## src/rtl/core_pkg.sv

```systemverilog
// Shared definitions for multicycle_core: opcodes, funct codes, ALU ops, FSM states.
package core_pkg;

  localparam logic [6:0] OP_IMM = 7'h13;
  localparam logic [6:0] OP     = 7'h33;
  localparam logic [6:0] LUI    = 7'h37;

  localparam logic [2:0] F3_ADD  = 3'd0;
  localparam logic [2:0] F3_SLL  = 3'd1;
  localparam logic [2:0] F3_SLT  = 3'd2;
  localparam logic [2:0] F3_SLTU = 3'd3;
  localparam logic [2:0] F3_XOR  = 3'd4;
  localparam logic [2:0] F3_SR   = 3'd5;
  localparam logic [2:0] F3_OR   = 3'd6;
  localparam logic [2:0] F3_AND  = 3'd7;

  localparam logic [6:0] F7_BASE = 7'h00;
  localparam logic [6:0] F7_ALT  = 7'h20;

  typedef enum logic [3:0] {
    ALU_ADD, ALU_SUB, ALU_SLL, ALU_SLT, ALU_SLTU,
    ALU_XOR, ALU_SRL, ALU_SRA, ALU_OR, ALU_AND
  } alu_op_t;

  typedef enum logic [1:0] {
    ST_FETCH, ST_DECODE, ST_EXECUTE, ST_WRITEBACK
  } state_t;

endpackage

```

## src/rtl/core_alu.sv

```systemverilog
// Combinational integer ALU; shift amounts use the low $clog2(XLEN) bits of b.
module core_alu import core_pkg::*; #(
  parameter int unsigned XLEN = 32
) (
  input  logic [XLEN-1:0] a,
  input  logic [XLEN-1:0] b,
  input  alu_op_t         alu_op,
  output logic [XLEN-1:0] result
);

  localparam int unsigned SHW = $clog2(XLEN);

  logic [SHW-1:0] shamt;
  assign shamt = b[SHW-1:0];

  // Select the operation result.
  always_comb begin
    result = '0;
    case (alu_op)
      ALU_ADD:  result = a + b;
      ALU_SUB:  result = a - b;
      ALU_SLL:  result = a << shamt;
      ALU_SLT:  result = {{(XLEN-1){1'b0}}, ($signed(a) < $signed(b))};
      ALU_SLTU: result = {{(XLEN-1){1'b0}}, (a < b)};
      ALU_XOR:  result = a ^ b;
      ALU_SRL:  result = a >> shamt;
      ALU_SRA:  result = $signed(a) >>> shamt;
      ALU_OR:   result = a | b;
      ALU_AND:  result = a & b;
      default:  result = '0;
    endcase
  end

endmodule

```

## src/rtl/multicycle_core.sv

```systemverilog
// Multi-cycle RV32I OP-IMM/OP/LUI core: FETCH -> DECODE -> EXECUTE -> WRITEBACK.
// Optional macro CORE_INSTRET_EN adds a 64-bit retired-instruction counter output.
module multicycle_core import core_pkg::*; #(
  parameter int unsigned     XLEN     = 32,
  parameter int unsigned     NUM_REGS = 32,
  parameter logic [XLEN-1:0] RESET_PC = '0
) (
  input  logic            clk,
  input  logic            rst_n,
  output logic            imem_req,
  output logic [XLEN-1:0] imem_addr,
  input  logic            imem_valid,
  input  logic [31:0]     imem_rdata,
  output logic            retire_valid,
  output logic [4:0]      retire_rd,
  output logic [XLEN-1:0] retire_data,
  output logic            illegal,
  output logic [XLEN-1:0] pc
`ifdef CORE_INSTRET_EN
  ,
  output logic [63:0]     instret
`endif
);

  localparam int unsigned IDXW = $clog2(NUM_REGS);

  state_t          state, state_next;
  logic [31:0]     ir;
  logic [XLEN-1:0] regs [NUM_REGS];
  logic [XLEN-1:0] op_a, op_b, result, alu_result;
  alu_op_t         op_q, dec_op;
  logic            ill_q, dec_ill;
  logic [XLEN-1:0] dec_a, dec_b, rs1_val, rs2_val, imm_i, imm_u;

  logic [6:0] opcode, f7, sh_hi;
  logic [4:0] rd, rs1, rs2;
  logic [2:0] f3;

  assign opcode = ir[6:0];
  assign rd     = ir[11:7];
  assign f3     = ir[14:12];
  assign rs1    = ir[19:15];
  assign rs2    = ir[24:20];
  assign f7     = ir[31:25];
  // With 64-bit shifts ir[25] is shamt[5], not part of the function code.
  assign sh_hi  = (XLEN == 64) ? {ir[31:26], 1'b0} : ir[31:25];

  assign imm_i   = XLEN'($signed(ir[31:20]));
  assign imm_u   = XLEN'($signed({ir[31:12], 12'h000}));
  assign rs1_val = (rs1 == 5'd0) ? '0 : regs[rs1[IDXW-1:0]];
  assign rs2_val = (rs2 == 5'd0) ? '0 : regs[rs2[IDXW-1:0]];

  assign imem_addr = pc;

  function automatic logic bad_reg(input logic [4:0] idx);
    return 32'(idx) >= NUM_REGS;
  endfunction

  core_alu #(.XLEN(XLEN)) u_alu (
    .a      (op_a),
    .b      (op_b),
    .alu_op (op_q),
    .result (alu_result)
  );

  // Decode the latched instruction into operands, ALU op and legality.
  always_comb begin
    dec_op  = ALU_ADD;
    dec_a   = rs1_val;
    dec_b   = imm_i;
    dec_ill = 1'b0;
    case (opcode)
      OP_IMM: begin
        dec_ill = bad_reg(rd) | bad_reg(rs1);
        case (f3)
          F3_ADD:  dec_op = ALU_ADD;
          F3_SLL: begin
            dec_op = ALU_SLL;
            if (sh_hi != F7_BASE) dec_ill = 1'b1;
          end
          F3_SLT:  dec_op = ALU_SLT;
          F3_SLTU: dec_op = ALU_SLTU;
          F3_XOR:  dec_op = ALU_XOR;
          F3_SR: begin
            dec_op = (sh_hi == F7_ALT) ? ALU_SRA : ALU_SRL;
            if (sh_hi != F7_BASE && sh_hi != F7_ALT) dec_ill = 1'b1;
          end
          F3_OR:   dec_op = ALU_OR;
          default: dec_op = ALU_AND;
        endcase
      end
      OP: begin
        dec_b   = rs2_val;
        dec_ill = bad_reg(rd) | bad_reg(rs1) | bad_reg(rs2);
        if (f7 == F7_ALT) begin
          if (f3 != F3_ADD && f3 != F3_SR) dec_ill = 1'b1;
        end else if (f7 != F7_BASE) begin
          dec_ill = 1'b1;
        end
        case (f3)
          F3_ADD:  dec_op = (f7 == F7_ALT) ? ALU_SUB : ALU_ADD;
          F3_SLL:  dec_op = ALU_SLL;
          F3_SLT:  dec_op = ALU_SLT;
          F3_SLTU: dec_op = ALU_SLTU;
          F3_XOR:  dec_op = ALU_XOR;
          F3_SR:   dec_op = (f7 == F7_ALT) ? ALU_SRA : ALU_SRL;
          F3_OR:   dec_op = ALU_OR;
          default: dec_op = ALU_AND;
        endcase
      end
      LUI: begin
        dec_a   = '0;
        dec_b   = imm_u;
        dec_ill = bad_reg(rd);
      end
      default: dec_ill = 1'b1;
    endcase
  end

  // Next-state sequencing and the fetch request.
  always_comb begin
    state_next = state;
    imem_req   = 1'b0;
    case (state)
      ST_FETCH: begin
        imem_req = rst_n;
        if (imem_valid) state_next = ST_DECODE;
      end
      ST_DECODE:    state_next = ST_EXECUTE;
      ST_EXECUTE:   state_next = ST_WRITEBACK;
      default:      state_next = ST_FETCH;
    endcase
  end

  // FSM state register.
  always_ff @(posedge clk) begin
    if (!rst_n) state <= ST_FETCH;
    else        state <= state_next;
  end

  // Datapath registers, register file writes and retire/illegal pulses.
  always_ff @(posedge clk) begin
    if (!rst_n) begin
      pc           <= RESET_PC;
      ir           <= '0;
      op_a         <= '0;
      op_b         <= '0;
      op_q         <= ALU_ADD;
      ill_q        <= 1'b0;
      result       <= '0;
      retire_valid <= 1'b0;
      retire_rd    <= '0;
      retire_data  <= '0;
      illegal      <= 1'b0;
      for (int unsigned i = 0; i < NUM_REGS; i++) regs[i] <= '0;
    end else begin
      retire_valid <= 1'b0;
      illegal      <= 1'b0;
      case (state)
        ST_FETCH: if (imem_valid) ir <= imem_rdata;
        ST_DECODE: begin
          op_a  <= dec_a;
          op_b  <= dec_b;
          op_q  <= dec_op;
          ill_q <= dec_ill;
        end
        ST_EXECUTE: result <= alu_result;
        default: begin
          pc <= pc + XLEN'(4);
          if (ill_q) begin
            illegal <= 1'b1;
          end else begin
            retire_valid <= 1'b1;
            retire_rd    <= rd;
            retire_data  <= (rd == 5'd0) ? '0 : result;
            if (rd != 5'd0) regs[rd[IDXW-1:0]] <= result;
          end
        end
      endcase
    end
  end

`ifdef CORE_INSTRET_EN
  // Count legal retirements only; illegal slots are not counted.
  always_ff @(posedge clk) begin
    if (!rst_n)                             instret <= '0;
    else if (state == ST_WRITEBACK && !ill_q) instret <= instret + 64'd1;
  end
`endif

endmodule
```

## config.mk

```make
export PLATFORM = sky130hd
export DESIGN_NAME = multicycle_core
export DESIGN_NICKNAME = d
export VERILOG_FILES = /design/src/rtl/core_pkg.sv /design/src/rtl/core_alu.sv /design/src/rtl/multicycle_core.sv
export SDC_FILE = /design/constraint.sdc
export NUM_CORES = 2
export LEC_CHECK = 0
export ABC_AREA = 1
export BUFFER_PORTS_ARGS = -buffer_cell sky130_fd_sc_hd__buf_2
export CAP_MARGIN = 20
export CORE_UTILIZATION = 35
export CTS_CLUSTER_DIAMETER = 150
export DETAILED_ROUTE_END_ITERATION = 8
export PLACE_DENSITY = 0.6
export SKIP_LAST_GASP = 1
export SLEW_MARGIN = 20
export SYNTH_ARGS = -nofsm -noshare
export SYNTH_HDL_FRONTEND = slang
export SYNTH_SLANG_ARGS = --single-unit
```

## constraint.sdc

```tcl
create_clock -name clk -period 3.67 [get_ports clk]
set_input_delay 0.367 -clock clk [delete_from_list [all_inputs] [get_ports clk]]
set_output_delay 0.367 -clock clk [all_outputs]
set_load 0.05 [all_outputs]
```

==> impl_results.md <==
* Tmin final at approximately 3.4 ns
* Routed wire length per instance at approximately 28 µm
* Core Region at ~210000 µm²
* Nets at 9363
* Antenna violations before repair at 13
* Area growth from synthesis to layout at 13.2%
* Setup TNS at 0 ns
* Avg Inst Size Synth at between 7 and 8 µm²
* Final non-filler cell area at 82100 µm²
* Peak VDD IR at about 0.58 mV
* Pins Over Slew Limit at 0
* Initial DRC Count at about 11k
* H-Tree Depth at 4
* Final Setup Violations at 0
* Synth cell types at approximately 40
* Dpl hpwl at 223 mm
* Max-Cap Viols at 0
* Vias per cell at 5.98
* Number of routed nets with antenna violations at 0
* Maximum number of pins on one net before global-route repair at approximately 170
* DP Worst Slack at around 0.44 ns
* Worst-Margin Slew at 1.10 ns
* Synth Instances at between 9k and 10k
* Worst-Skew Late Latency at roughly 0.84 ns
* Die area at about 210000 µm²
* Worst-path clk slew at ~0.060 ns
* Clk sinks at 1238
* DRC viols at 0
* Num ports at 139
* Register area share after synthesis at 0.483
* Hold Buf Count CTS at between 40 and 50
* CTS tree: yes
* Clock Skews at 0.0470 ns
* Setup Fix Bufs, Post-CTS at 0
* Fillers at approximately 21k
* 1st-pass router iterations at 9
* Layout cell share with drive strength beyond 1 at 0.0838
* Mapped cell area at about 73000 µm²
* Total power at approximately 56 mW
* Number of buffers created by CTS at ~150
* Routed vias at slightly above 70k
* CP arrival at between 4 and 5 ns
* Metal1 wirelength at about 130 mm
* Fin. Hold Viols at 0
* Post-cts resize count at 0
* Sequential Area at between 30000 and 40000 µm²
* DR top layer: met5
* Unrepaired setup endpoints after global routing: no
* Die Y-Extent at ~460 µm
* Crit. End Element: flop
* Seq cells post-synth at 1238
* EDFF count, synth at roughly 1.0k
* DP Area at a little under 80000 µm²
* Vias in the first global route at around 67k
* GRT Total Usage at 0.311
* First-pass GRT wire length at approximately 470 mm
* Fmax at approximately 300 MHz
* Wire length on met3 at roughly 40 mm
* WS Path Type: flop to flop
* Hold Crit Class: input port to flop
* Ys async rst share at 0
* Relative slew slack at 0.269
* Multi-input logic area at 31300 µm²
* Warnings, synthesis at 0
* Clock root cell: clkbuf_16
* Port Buffers at ~130
* Row Count at roughly 170
* Crit share post-route at 0.934
* Leak at roughly 30 nW
* Crit-path max FO at 8
* Grt ovf at 0
* Final WL at 336 mm
* Die Wd at 457 µm
* Crit path launch type: flop
* WL met2 at approximately 140 mm
* Initial Util at 0.354
* Final worst slack at roughly 0.24 ns
* Clock Path Buffers at 3
* Prevailing post-synth register cell: edfxtp_1
* Data required time at the worst endpoint at about 4.3 ns
* RePlAce Congestion at a little over 1
* Pwr Density at between 600 and 700 nW/µm²
* Run status: completed
==> cell usage after synthesis, types with 2 or more instances <==
| library cell | instances | area share |
|---|---|---|
| buf_4 | 34 | 0.0035 |
| o211a_1 | 2 | 0.00028 |
| nor3b_1 | 4 | 0.00041 |
| nor3_1 | 57 | 0.0039 |
| o22ai_1 | 48 | 0.0041 |
| a31oi_1 | 17 | 0.0015 |
| nand3b_1 | 2 | 0.00021 |
| clkinv_1 | 6 | 0.00031 |
| inv_2 | 7 | 0.00036 |
| nor4_1 | 8 | 0.00069 |
| xor2_1 | 5 | 0.00060 |
| edfxtp_1 | 1024 | 0.42 |
| o21bai_1 | 13 | 0.0013 |
| o221ai_1 | 90 | 0.011 |
| or2_2 | 2 | 0.00017 |
| nand2_1 | 1243 | 0.064 |
| a211oi_1 | 3 | 0.00031 |
| o211ai_1 | 300 | 0.031 |
| nor2_2 | 3 | 0.00026 |
| o21ai_0 | 1002 | 0.069 |
| mux2i_1 | 10 | 0.0014 |
| nand3_1 | 905 | 0.062 |
| nand4_1 | 71 | 0.0061 |
| nor2_1 | 1405 | 0.073 |
| dfxtp_1 | 214 | 0.059 |
| buf_1 | 89 | 0.0046 |
| inv_1 | 887 | 0.046 |
| buf_2 | 33 | 0.0023 |
| ha_1 | 105 | 0.018 |
| fa_1 | 2 | 0.00055 |
| and2_1 | 14 | 0.0012 |
| clkbuf_1 | 656 | 0.034 |
| a21oi_1 | 1063 | 0.073 |
| nor3_2 | 3 | 0.00041 |
| xnor2_1 | 2 | 0.00024 |
==> registers in the layout, summed over array words and instances (netlist names), named ones only <==
| name | flops |
|---|---|
| state | 2 |
| op_q | 4 |
| retire_data | 32 |
| retire_rd | 5 |
| imem_addr | 30 |
| ir | 32 |
| op_b | 32 |
| regs | 1024 |
| illegal | 1 |
| retire_valid | 1 |
| op_a | 32 |
| ill_q | 1 |
| result | 32 |
==> routing by layer <==
layer,up-vias,GRT usage
met1,34600,0.409
met4,2,0.186
met2,4763,0.464
li1,31600,-
met5,-,0
met3,962,0.0731
==> power by group <==
group	leakage, nW	total (mW)	internal, mW	switching (mW)
Clock	2.21	14.3	7.93	6.41
Sequential	12.3	17.0	16.0	0.927
Combinational	16.2	24.3	6.15	18.2
Total	30.7	55.6	30.1	25.5
==> layout by cell type (no fill, tap or decap), drive strengths merged, types with 5 or more instances in the layout <==
master       Yosys  final
nor2          1408   1408
nand2         1243   1243
a21oi         1063   1063
edfxtp        1024   1024
o21ai         1002   1002
inv            894    907
nand3          905    905
buf            156    474
o211ai         300    300
dfxtp          214    214
clkbuf         656    187
ha             105    105
o221ai          90     90
nand4           71     71
clkinv           6     61
nor3            60     60
o22ai           48     48
dlygate4sd3      0     41
conb             1     36
a31oi           17     17
and2            14     14
o21bai          13     13
mux2i           10     10
nor4             8      8
clkinvlp         0      6
bufinv           0      6
xor2             5      5
==> worst max-delay path, cell delays in order, from the launching register on <==
cell and delay [ns]:
dfxtp_1 0.64, inv_1 0.20, ha_1 0.52, inv_1 0.27, o22ai_1 0.22, nor3_1 0.41
buf_4 0.18, nand3_1 0.07, nor2_1 0.47, nand3_1 0.14, nand2_1 0.09, a21oi_1 0.07
==> cells by family (layout without fill, tap and decap cells) <==
family,after synthesis,count (layout),share of synthesized area
AO/OA/AOI/OAI,2542,2542,0.192
XOR/XNOR,7,7,0.000845
adder cells (fa/ha/maj),107,107,0.0187
buffers and inverters,1712,1682,0.0909
flip-flops,1238,1238,0.483
multiplexers,10,10,0.00138
other,1,40,0.0000517
AND/OR/NAND/NOR,3718,3718,0.213
==> worst paths after layout <==
path,start,end,slack [ns],cells past startpoint
min reg2reg,ir[4],ir[4],0.46,2
min,imem_rdata[22],ir[22],0.08,3
max,op_a[26],result[26],0.24,11
max reg2reg,op_a[26],result[26],0.24,11
==> cell type report <==
class | instances | share of cell area
multi-input cells | 6420 | 0.381
diodes | 4 | 0.000122
inverters | 900 | 0.0415
well taps | 2688 | 0.0409
clock buffers | 187 | 0.0470
repair buffers | 515 | 0.0545
flip-flops and latches | 1238 | 0.427
clock inverters | 80 | 0.00853
==> through the flow <==
step	hold WS, ns	std cells	utilization
after CTS	0.0558	12000	0.400
after detailed placement	0.453	11700	0.376
after floorplan	0.423	9370	-
final	0.0811	12000	0.400
after global routing	0.0610	12000	0.400
after global placement	0.444	11700	0.376
Note: power is estimated with default switching activity, not from simulation.
